==> src/rtl/aesl_deadlock_reporter.sv <==
// aesl_deadlock_reporter: debounces the monitor's block signal, confirms a deadlock after CONFIRM_CYCLES
// consecutive blocked cycles and hands a one-shot report (onset stamp + snapshots) over valid/ready.
module aesl_deadlock_reporter #(
    parameter int CONFIRM_CYCLES = 16,
    parameter int CYC_W          = 32,
    parameter int N_AXIS         = 4,
    parameter int FA_W           = 8
) (
    input  logic              clock_i,
    input  logic              reset_i,
    input  logic              enable_i,
    input  logic              block_i,
    input  logic [N_AXIS-1:0] axis_block_sigs_i,
    input  logic [N_AXIS-1:0] inst_idle_sigs_i,
    input  logic              clear_i,
    input  logic              report_ready_i,
    output logic              report_valid_o,
    output logic [CYC_W-1:0]  report_cycle_o,
    output logic [N_AXIS-1:0] report_axis_o,
    output logic [N_AXIS-1:0] report_idle_o,
    output logic              deadlock_found_o,
    output logic [FA_W-1:0]   false_alarms_o
);
    localparam int CNT_W = $clog2(CONFIRM_CYCLES + 1);

    typedef enum logic [1:0] {IDLE, SUSPECT, CONFIRMED, REPORTED} state_t;

    state_t              state_q, state_d;
    logic [CNT_W-1:0]    cnt_q, cnt_d;
    logic [CYC_W-1:0]    cyc_q, t0_q, t0_d, rep_cycle_q, rep_cycle_d;
    logic [N_AXIS-1:0]   rep_axis_q, rep_axis_d, rep_idle_q, rep_idle_d;
    logic                found_q, found_d;
    logic [FA_W-1:0]     fa_q, fa_d;
    logic                blk, confirm;
    logic [CYC_W-1:0]    stamp;

    assign blk = block_i & enable_i;

    always_comb begin
        state_d     = state_q;
        cnt_d       = cnt_q;
        t0_d        = t0_q;
        rep_cycle_d = rep_cycle_q;
        rep_axis_d  = rep_axis_q;
        rep_idle_d  = rep_idle_q;
        found_d     = found_q;
        fa_d        = fa_q;
        confirm     = 1'b0;
        stamp       = t0_q;
        if (clear_i) begin
            state_d = IDLE;
            cnt_d   = '0;
            found_d = 1'b0;
        end else begin
            case (state_q)
                IDLE: if (blk) begin
                    t0_d = cyc_q;
                    if (CONFIRM_CYCLES == 1) begin
                        confirm = 1'b1;
                        stamp   = cyc_q;
                    end else begin
                        state_d = SUSPECT;
                        cnt_d   = CNT_W'(1);
                    end
                end
                SUSPECT: begin
                    if (!blk) begin
                        state_d = IDLE;
                        cnt_d   = '0;
                        fa_d    = fa_q + ((&fa_q) ? FA_W'(0) : FA_W'(1));
                    end else if (cnt_q == CNT_W'(CONFIRM_CYCLES - 1)) begin
                        confirm = 1'b1;
                    end else begin
                        cnt_d = cnt_q + CNT_W'(1);
                    end
                end
                CONFIRMED: if (report_ready_i) state_d = REPORTED;
                default: state_d = state_q;
            endcase
            // Snapshots are taken on the confirming edge itself, not at stall onset.
            if (confirm) begin
                state_d     = CONFIRMED;
                cnt_d       = '0;
                rep_cycle_d = stamp;
                rep_axis_d  = axis_block_sigs_i;
                rep_idle_d  = inst_idle_sigs_i;
                found_d     = 1'b1;
            end
        end
    end

    always_ff @(posedge clock_i) begin
        if (reset_i) begin
            state_q     <= IDLE;
            cnt_q       <= '0;
            cyc_q       <= '0;
            t0_q        <= '0;
            rep_cycle_q <= '0;
            rep_axis_q  <= '0;
            rep_idle_q  <= '0;
            found_q     <= 1'b0;
            fa_q        <= '0;
        end else begin
            state_q     <= state_d;
            cnt_q       <= cnt_d;
            cyc_q       <= (&cyc_q) ? cyc_q : cyc_q + CYC_W'(1);
            t0_q        <= t0_d;
            rep_cycle_q <= rep_cycle_d;
            rep_axis_q  <= rep_axis_d;
            rep_idle_q  <= rep_idle_d;
            found_q     <= found_d;
            fa_q        <= fa_d;
        end
    end

    assign report_valid_o   = (state_q == CONFIRMED);
    assign report_cycle_o   = rep_cycle_q;
    assign report_axis_o    = rep_axis_q;
    assign report_idle_o    = rep_idle_q;
    assign deadlock_found_o = found_q;
    assign false_alarms_o   = fa_q;
endmodule
==> config.mk <==
export PLATFORM = sky130hd
export DESIGN_NAME = aesl_deadlock_reporter
export DESIGN_NICKNAME = d
export VERILOG_FILES = /design/src/rtl/aesl_deadlock_reporter.sv
export SDC_FILE = /design/constraint.sdc
export NUM_CORES = 1
export LEC_CHECK = 0
export CORE_UTILIZATION = 35
export CTS_CLUSTER_SIZE = 20
export DETAILED_ROUTE_END_ITERATION = 7
export PLACE_DENSITY = 0.6
export SYNTH_ARGS = -nofsm -noshare
export SYNTH_HDL_FRONTEND = slang
export SYNTH_SLANG_ARGS = --single-unit
==> constraint.sdc <==
create_clock -name clock_i -period 2.7 [get_ports clock_i]
set_clock_uncertainty 0.15 [all_clocks]
set_input_delay 0.405 -clock clock_i [delete_from_list [all_inputs] [get_ports clock_i]]
set_output_delay 0.405 -clock clock_i [all_outputs]
set_load 0.05 [all_outputs]
==> results of run 1 <==
area by class of cell:
class | count | area (sq um)
Clock buffer | 19 | 443
Multi-Input combinational cell | 437 | 2340
Timing Repair Buffer | 74 | 711
Inverter | 6 | 22.5
Tap cell | 176 | 220
Clock inverter | 13 | 178
Sequential cell | 120 | 2400
Fill cell | 1350 | 7140
layer usage:
metal  track usage  up-vias  wire length [um]  part of all wire
met4        0.0795        0               214             0.020
met5             0        -                 0                 0
met1         0.176     1988              4800              0.46
li1              -     2172                 -                 -
met3        0.0330       16               245             0.023
met2         0.269       52              5240              0.50
stage by stage:
stage,utilization,instance area (sq um),total power [uW],setup WS [ps]
after global routing,0.470,6320,4350,142
after detailed placement,0.423,5700,1920,371
after CTS,0.470,6320,4260,198
after global placement,0.423,5700,1910,443
final,0.470,6320,4210,219
after floorplan,-,4910,1880,439
critical path, stage by stage (launching register included):
cell and delay (ps):
dfxtp_1 480, nor2b_1 220, clkdlybuf4s50_1 820
sequential cells by signal, summed over array words and instances, names as in the netlist:
| name | cells |
|---|---|
| cyc_q | 32 |
| report_cycle_o | 32 |
| stamp | 32 |
| false_alarms_o | 8 |
| cnt_q | 5 |
| report_axis_o | 4 |
| report_idle_o | 4 |
| state_q | 2 |
| deadlock_found_o | 1 |
cells by family after synthesis:
group                    after synthesis
AND/OR/NAND/NOR                      282
AO/OA/AOI/OAI                        129
flip-flops                           120
buffers and inverters                 40
XOR/XNOR                              13
multiplexers                           8
adder cells (fa/ha/maj)                5
report_power, final:
group / internal (uW) / switching, uW
registers: 1780 / 8.45
logic: 32.4 / 58.0
clock network: 1560 / 776
total: 3370 / 843
placed cells by master, fill, tap and decap left out, drive strengths merged, types with 5 or more instances in the layout:
| cell | count |
|---|---|
| nand2 | 167 |
| dfxtp | 120 |
| a21oi | 94 |
| clkdlybuf4s50 | 62 |
| nor2 | 31 |
| clkbuf | 19 |
| nand4 | 16 |
| o21ai | 16 |
| xor2 | 13 |
| or3 | 13 |
| buf | 12 |
| o31ai | 11 |
| or4 | 9 |
| and4 | 8 |
| nand3 | 8 |
| and2 | 8 |
| inv | 6 |
| mux2i | 5 |
| ha | 5 |
| clkinvlp | 5 |
| and3 | 5 |
| nor3 | 5 |
final timing paths:
kind | from | slack, ps | end
hold reg to reg | report_cycle_o[8] | 300 | report_cycle_o[8]
setup reg to reg | cnt_q[0] | 370 | cnt_q[3]
hold / removal | reset_i | 290 | false_alarms_o[1]
setup / recovery | state_q[1] | 220 | report_valid_o
==> impl_summary.txt, run 1 <==
----------------------------------------------------
[Logic synthesis]
  Post-synth EDFFs ... 0
  Number of cells produced by synthesis ... 597
  Cell type with the highest aggregate area in the netlist ... dfxtp_1
  Most common library cells after synthesis ... nand2_1, dfxtp_1, a21oi_1
  Syn_area_per_cell ... 8.23 sq um
  Top cells by area, synth ... dfxtp_1, nand2_1, a21oi_1
  Synthesized net count ... 616
  Count of unique library cells instantiated by Yosys ... between 40 and 50
  Top-area cell type share of the netlist area ... 0.489
  Post-synthesis share of cell area spent on full adders, half adders and majority gates ... 0.0127
  Most repeated cell in the gate-level netlist after synthesis ... nand2_1
  Simple logic cell fraction of the synthesized area ... 0.275
  Sequential-to-total area share from yosys stat ... 0.489
  Area fraction in compound gates after synthesis ... 0.146
  Flip-flop and latch count after synthesis ... 120
  Proportion of register bits with asynchronous set or reset after synthesis ... 0
  Fraction of synthesized area in multiplexers ... 0.0171
  Largest family of logic cells by synthesized area ... simple AND/OR/NAND/NOR gates
  Top_reg_cell synth ... dfxtp_1
  Area share of xor/xnor cells in the synthesized design ... 0.0232
  Cell area after synthesis ... 4910 sq um
  Synth warnings ... 0

[Cells and area]
  Antenna Cells ... 0
  Area growth from synthesis to layout ... 28.6%
  Post-layout nets ... 675
  Cell Count, Final, Fillers Out ... 845
  Ratio of cells with drive above 1 in the final layout ... 0.0897

[Clocking]
  Post-CTS Hold Fix Bufs ... 0
  Clock tree from TritonCTS ... done
  Inserted Clock Buffers ... 17
  Clock latency of the later-clocked register in the worst-skew pair ... 410 ps
  Number of gates resized after CTS ... 0
  Clock Pin Slew Worst Setup and Hold Paths ... 60 ps
  CTS sink count ... 120
  Buffers from clock root to sink, at most ... 2
  CTS HTree Levels ... 4
  Root buf cell ... clkbuf_16
  Post-CTS setup buffer count ... 0

[Power and ir drop]
  Maximum vdd drop ... about 370 uV
  Leakage power of the design ... 0.00209 uW
  Power density normalized to cell area ... 667 nW/um^2

[Placed design]
  Port Buf Inserts ... 63
  Gp weighted congestion ... 0.799
  Cell Count Post-Placement ... 813
  Detailed Place HPWL ... 7160 um

[Timing]
  Sum of negative setup slack ... 0 ps
  Max Clk Rate ... 403 MHz
  Number of endpoints failing setup at the final stage ... 0
  Final Hold Vio Count ... 0
  Worst hold margin ... 294 ps
  Worst-Margin Slew ... 569 ps
  Final cycle utilization of the critical path ... 0.919
  Worst slew margin relative to its limit ... 0.618
  Min Tclk post-route ... roughly 2500 ps
  RSZ-0062 raised after global routing ... no
  Final slew viol count ... 0

[Die]
  Die Wd ... 120 um
  Die Y-Extent ... approximately 120 um
  Cell row count ... 42
  Top-level I/O count ... 64
  Effective utilization at floorplan ... 0.365
  Full die area ... about 15000 sq um
  Core area ... approximately 13000 sq um

[Routing]
  1st-pass router iterations ... 4
  Detailed-route wire length per cell ... 12.4 um
  Number of vias in the routed layout ... roughly 4200
  DRC violation total after the first TritonRoute iteration ... 156
  DRC ... 0
  Post-DRT Antenna Nets ... 0
  Mean number of vias per cell ... 5.00
  Wire length after detailed routing ... 10500 um

[GRT]
  Wire length of the first global-routing pass ... between 15000 and 20000 um
  Total routing usage reported by global routing ... 0.154
  Number of global-route vias before repair ... about 4000
  Initial antenna violation count ... 0
  Aggregate global routing overflow ... 0
  Maximum number of pins on one net before global-route repair ... 48

[Flow run]
  Number of max-cap violations ... 0

[Critical path]
  Largest fanout of any net on the critical path ... 9
  Required time at the endpoint of the critical path ... around 2100 ps
  Arrival time at the worst endpoint ... 1930 ps
  Startpoint types ... register
  Crit Path Class ... reg2out
  Kind of end point of the critical path ... output port
  Number of cell instances on the worst register-to-register path ... 8

[Outcome]
  Outcome ... complete, no violations

[Worst hold path]
  Hold crit path type ... in2reg
  Number of cells on the worst hold path ... 2

----------------------------------------------------
No activity file was read; power rests on OpenSTA's default activity.
==> run 2, diff against run 1 <==
--- a/config.mk
+++ b/config.mk
@@ -9,6 +9,7 @@
 export CTS_CLUSTER_SIZE = 20
 export DETAILED_ROUTE_END_ITERATION = 7
 export PLACE_DENSITY = 0.6
+export SLEW_MARGIN = 40
 export SYNTH_ARGS = -nofsm -noshare
 export SYNTH_HDL_FRONTEND = slang
 export SYNTH_SLANG_ARGS = --single-unit
==> results of run 2 <==
The final DEF is identical to that of run 1; final timing and power are the same.
==> run 3, diff against run 2 <==
--- a/config.mk
+++ b/config.mk
@@ -5,10 +5,11 @@
 export SDC_FILE = /design/constraint.sdc
 export NUM_CORES = 1
 export LEC_CHECK = 0
+export CORE_ASPECT_RATIO = 0.6
 export CORE_UTILIZATION = 35
 export CTS_CLUSTER_SIZE = 20
 export DETAILED_ROUTE_END_ITERATION = 7
-export PLACE_DENSITY = 0.6
+export PLACE_DENSITY_LB_ADDON = 0.2
 export SLEW_MARGIN = 40
 export SYNTH_ARGS = -nofsm -noshare
 export SYNTH_HDL_FRONTEND = slang
==> run 3 against run 2 <==
Total power grew 0.22%. Non-clock buffer count grew 4. Clock power is essentially flat. Worst setup slack lost 39 ps. Wire length grew 5.3%. Register-to-register slack lost 60 ps. Critical path depth is the same. Critical path type unchanged. Largest cell class unchanged. Highest routed layer unchanged.
==> impl_summary.txt, run 3 (synthesis gave the netlist of run 1 again) <==
----------------------------------------------------
[Worst hold path]
  HP Start ... stamp[17] (was reset_i)
  Number of cells on the worst hold path ... 2 (unchanged)
  Hold Path Sink ... report_cycle_o[17] (was false_alarms_o[1])
  Hold crit path type ... reg2reg (was in2reg)

[Clocking]
  Inserted Clock Buffers ... 17 (unchanged)
  CTS HTree Levels ... 4 (unchanged)
  Buffers from clock root to sink, at most ... 2 (unchanged)
  Root buf cell ... clkbuf_16 (unchanged)
  Clock tree from TritonCTS ... done (unchanged)
  Post-CTS Hold Fix Bufs ... 0 (unchanged)
  Number of gates resized after CTS ... 0 (unchanged)
  Clock latency of the later-clocked register in the worst-skew pair ... 410 ps (about the same)
  CTS sink count ... 120 (unchanged)
  Clock Pin Slew Worst Setup and Hold Paths ... 50 ps (was 60 ps)
  Post-CTS setup buffer count ... 0 (unchanged)

[Cells and area]
  Area growth from synthesis to layout ... 29.7% (was 28.6%)
  Most common cell after layout, fill and taps aside ... nand2_1 (unchanged)
  Final non-filler cell area ... 6370 sq um (was 6320 sq um)
  Post-layout nets ... 679 (was 675)
  Ratio of cells with drive above 1 in the final layout ... 0.0951 (was 0.0897)
  Leading cell types in the layout, fill and taps excluded ... nand2_1, dfxtp_1, a21oi_1 (unchanged)
  Antenna Cells ... 0 (unchanged)
  Util after Layout ... 0.466 (was 0.470)

[Critical path]
  Startpoint types ... register (unchanged)
  Arrival time at the worst endpoint ... 1970 ps (was 1930 ps)
  Kind of end point of the critical path ... output port (unchanged)
  Register-to-Register Setup Slack ... 310 ps (was 370 ps)
  Peak per-stage delay on the critical path ... 830 ps (was 820 ps)
  Reg-to-reg endpoint ... cnt_q[3] (unchanged)
  Largest fanout of any net on the critical path ... 9 (unchanged)
  Chain of cells forming the critical path ... nor2b_1, clkdlybuf4s50_1 (unchanged)
  Reg-to-Reg Start ... cnt_q[0] (unchanged)
  Required time at the endpoint of the critical path ... 2140 ps (about the same)
  Number of cell instances on the worst register-to-register path ... 8 (unchanged)
  Crit Path Class ... reg2out (unchanged)
  Cell type of the slowest stage on the worst timing path ... clkdlybuf4s50_1 (unchanged)

[GRT]
  Total routing usage reported by global routing ... 0.163 (was 0.154)
  Maximum number of pins on one net before global-route repair ... 57 (was 48)
  Initial antenna violation count ... 0 (unchanged)
  Number of global-route vias before repair ... 3939 (was 4029)
  Wire length of the first global-routing pass ... 18700 um (was 18000 um)
  Aggregate global routing overflow ... 0 (unchanged)

[Routing]
  1st-pass router iterations ... 5 (was 4)
  Post-DRT Antenna Nets ... 0 (unchanged)
  Top Layer Used ... met4 (unchanged)
  DRC violation total after the first TritonRoute iteration ... 186 (was 156)
  Detailed-route wire length per cell ... 12.8 um (was 12.4 um)
  DRC ... 0 (unchanged)
  Routed wire length on met3 ... 508 um (was 245 um)
  Met2 wire length ... 4710 um (was 5240 um)
  Wire length after detailed routing ... 11100 um (was 10500 um)
  Mean number of vias per cell ... 4.92 (was 5.00)
  Length of routed wiring on met1 ... 5750 um (was 4800 um)
  Number of vias in the routed layout ... 4257 (was 4228)

[Timing]
  Number of endpoints failing setup at the final stage ... 0 (unchanged)
  Final Hold Vio Count ... 0 (unchanged)
  Worst-Margin Slew ... 590 ps (was 569 ps)
  Min Tclk post-route ... 2520 ps (was 2480 ps)
  RSZ-0062 raised after global routing ... no (unchanged)
  Final cycle utilization of the critical path ... 0.934 (was 0.919)
  Final slew viol count ... 0 (unchanged)
  Sum of negative setup slack ... 0 ps (unchanged)
  Max Clk Rate ... 397 MHz (was 403 MHz)
  Worst slew margin relative to its limit ... 0.603 (was 0.618)

[Outcome]
  Outcome ... complete, no violations (unchanged)

[Power and ir drop]
  Power density normalized to cell area ... 662 nW/um^2 (was 667 nW/um^2)
  Leakage power of the design ... 0.00211 uW (was 0.00209 uW)
  Maximum vdd drop ... 363 uV (was 365 uV)

[Placed design]
  Detailed Place HPWL ... 7510 um (was 7160 um)
  Cell area after placement ... 5760 sq um (was 5700 sq um)
  Port Buf Inserts ... 63 (unchanged)
  Gp weighted congestion ... 0.804 (was 0.799)

[Die]
  Die Wd ... 155 um (was 120 um)
  Core area ... 13700 sq um (was 13500 sq um)
  Full die area ... 14500 sq um (about the same)
  Die Y-Extent ... 93.8 um (was 120 um)
  Effective utilization at floorplan ... 0.360 (was 0.365)
  Top-level I/O count ... 64 (unchanged)
  Cell row count ... 33 (was 42)

[Flow run]
  Number of max-cap violations ... 0 (unchanged)

----------------------------------------------------
==> run 3: cell types whose count changed in the layout (fill, tap and decap cells not counted) <==
cell        change
nand2b_1        -1
clkinv_4        +1
buf_4           +3
nand2b_2        +1
clkinvlp_4      -1
clkbuf_8        -1
clkbuf_1        +1
buf_12          +1
==> run 3: worst max-delay path, delay by kind of cell, from the launching register on <==
kind	cells	cell delay [ps]
flip-flops	1	490
buffers and inverters	1	830
AND/OR/NAND/NOR	1	230
==> run 3: final cells by class <==
class | count | area, sq um
Inverter | 6 | 22.5
Fill cell | 1328 | 7290
Timing Repair Buffer | 78 | 753
Multi-Input combinational cell | 437 | 2340
Tap cell | 192 | 240
Clock inverter | 13 | 179
Clock buffer | 19 | 433
Sequential cell | 120 | 2400
==> run 3: per-stage QoR <==
step / setup WS, ps / power (uW) / hold slack (ps) / instances
4_1_cts: 174 / 4280 / 304 / 865
2_1_floorplan: 439 / 1880 / 282 / 597
5_1_grt: 135 / 4370 / 312 / 865
6_report: 179 / 4220 / 297 / 865
3_5_place_dp: 269 / 1920 / 296 / 833
3_3_place_gp: 394 / 1920 / 286 / 833
==> run 3: per-layer routing <==
layer | up-vias | GRT usage
met2 | 89 | 0.245
met3 | 6 | 0.0512
met4 | 0 | 0.0693
li1 | 2195 | -
met5 | - | 0
met1 | 1967 | 0.216
==> run 3: report_power, final <==
group	internal (uW)	switching, uW	total, uW
clock network	1540	805	2340
logic	34.3	59.6	93.9
registers	1780	8.42	1790
==> run 3: worst max-delay path by stage <==
stage                 startpoint           endpoint
2_1_floorplan  false_alarms_o[3]  false_alarms_o[4]
3_3_place_gp             clear_i  false_alarms_o[7]
3_5_place_dp             clear_i  false_alarms_o[7]
4_1_cts               state_q[1]     report_valid_o
5_1_grt               state_q[1]     report_valid_o
6_report              state_q[1]     report_valid_o
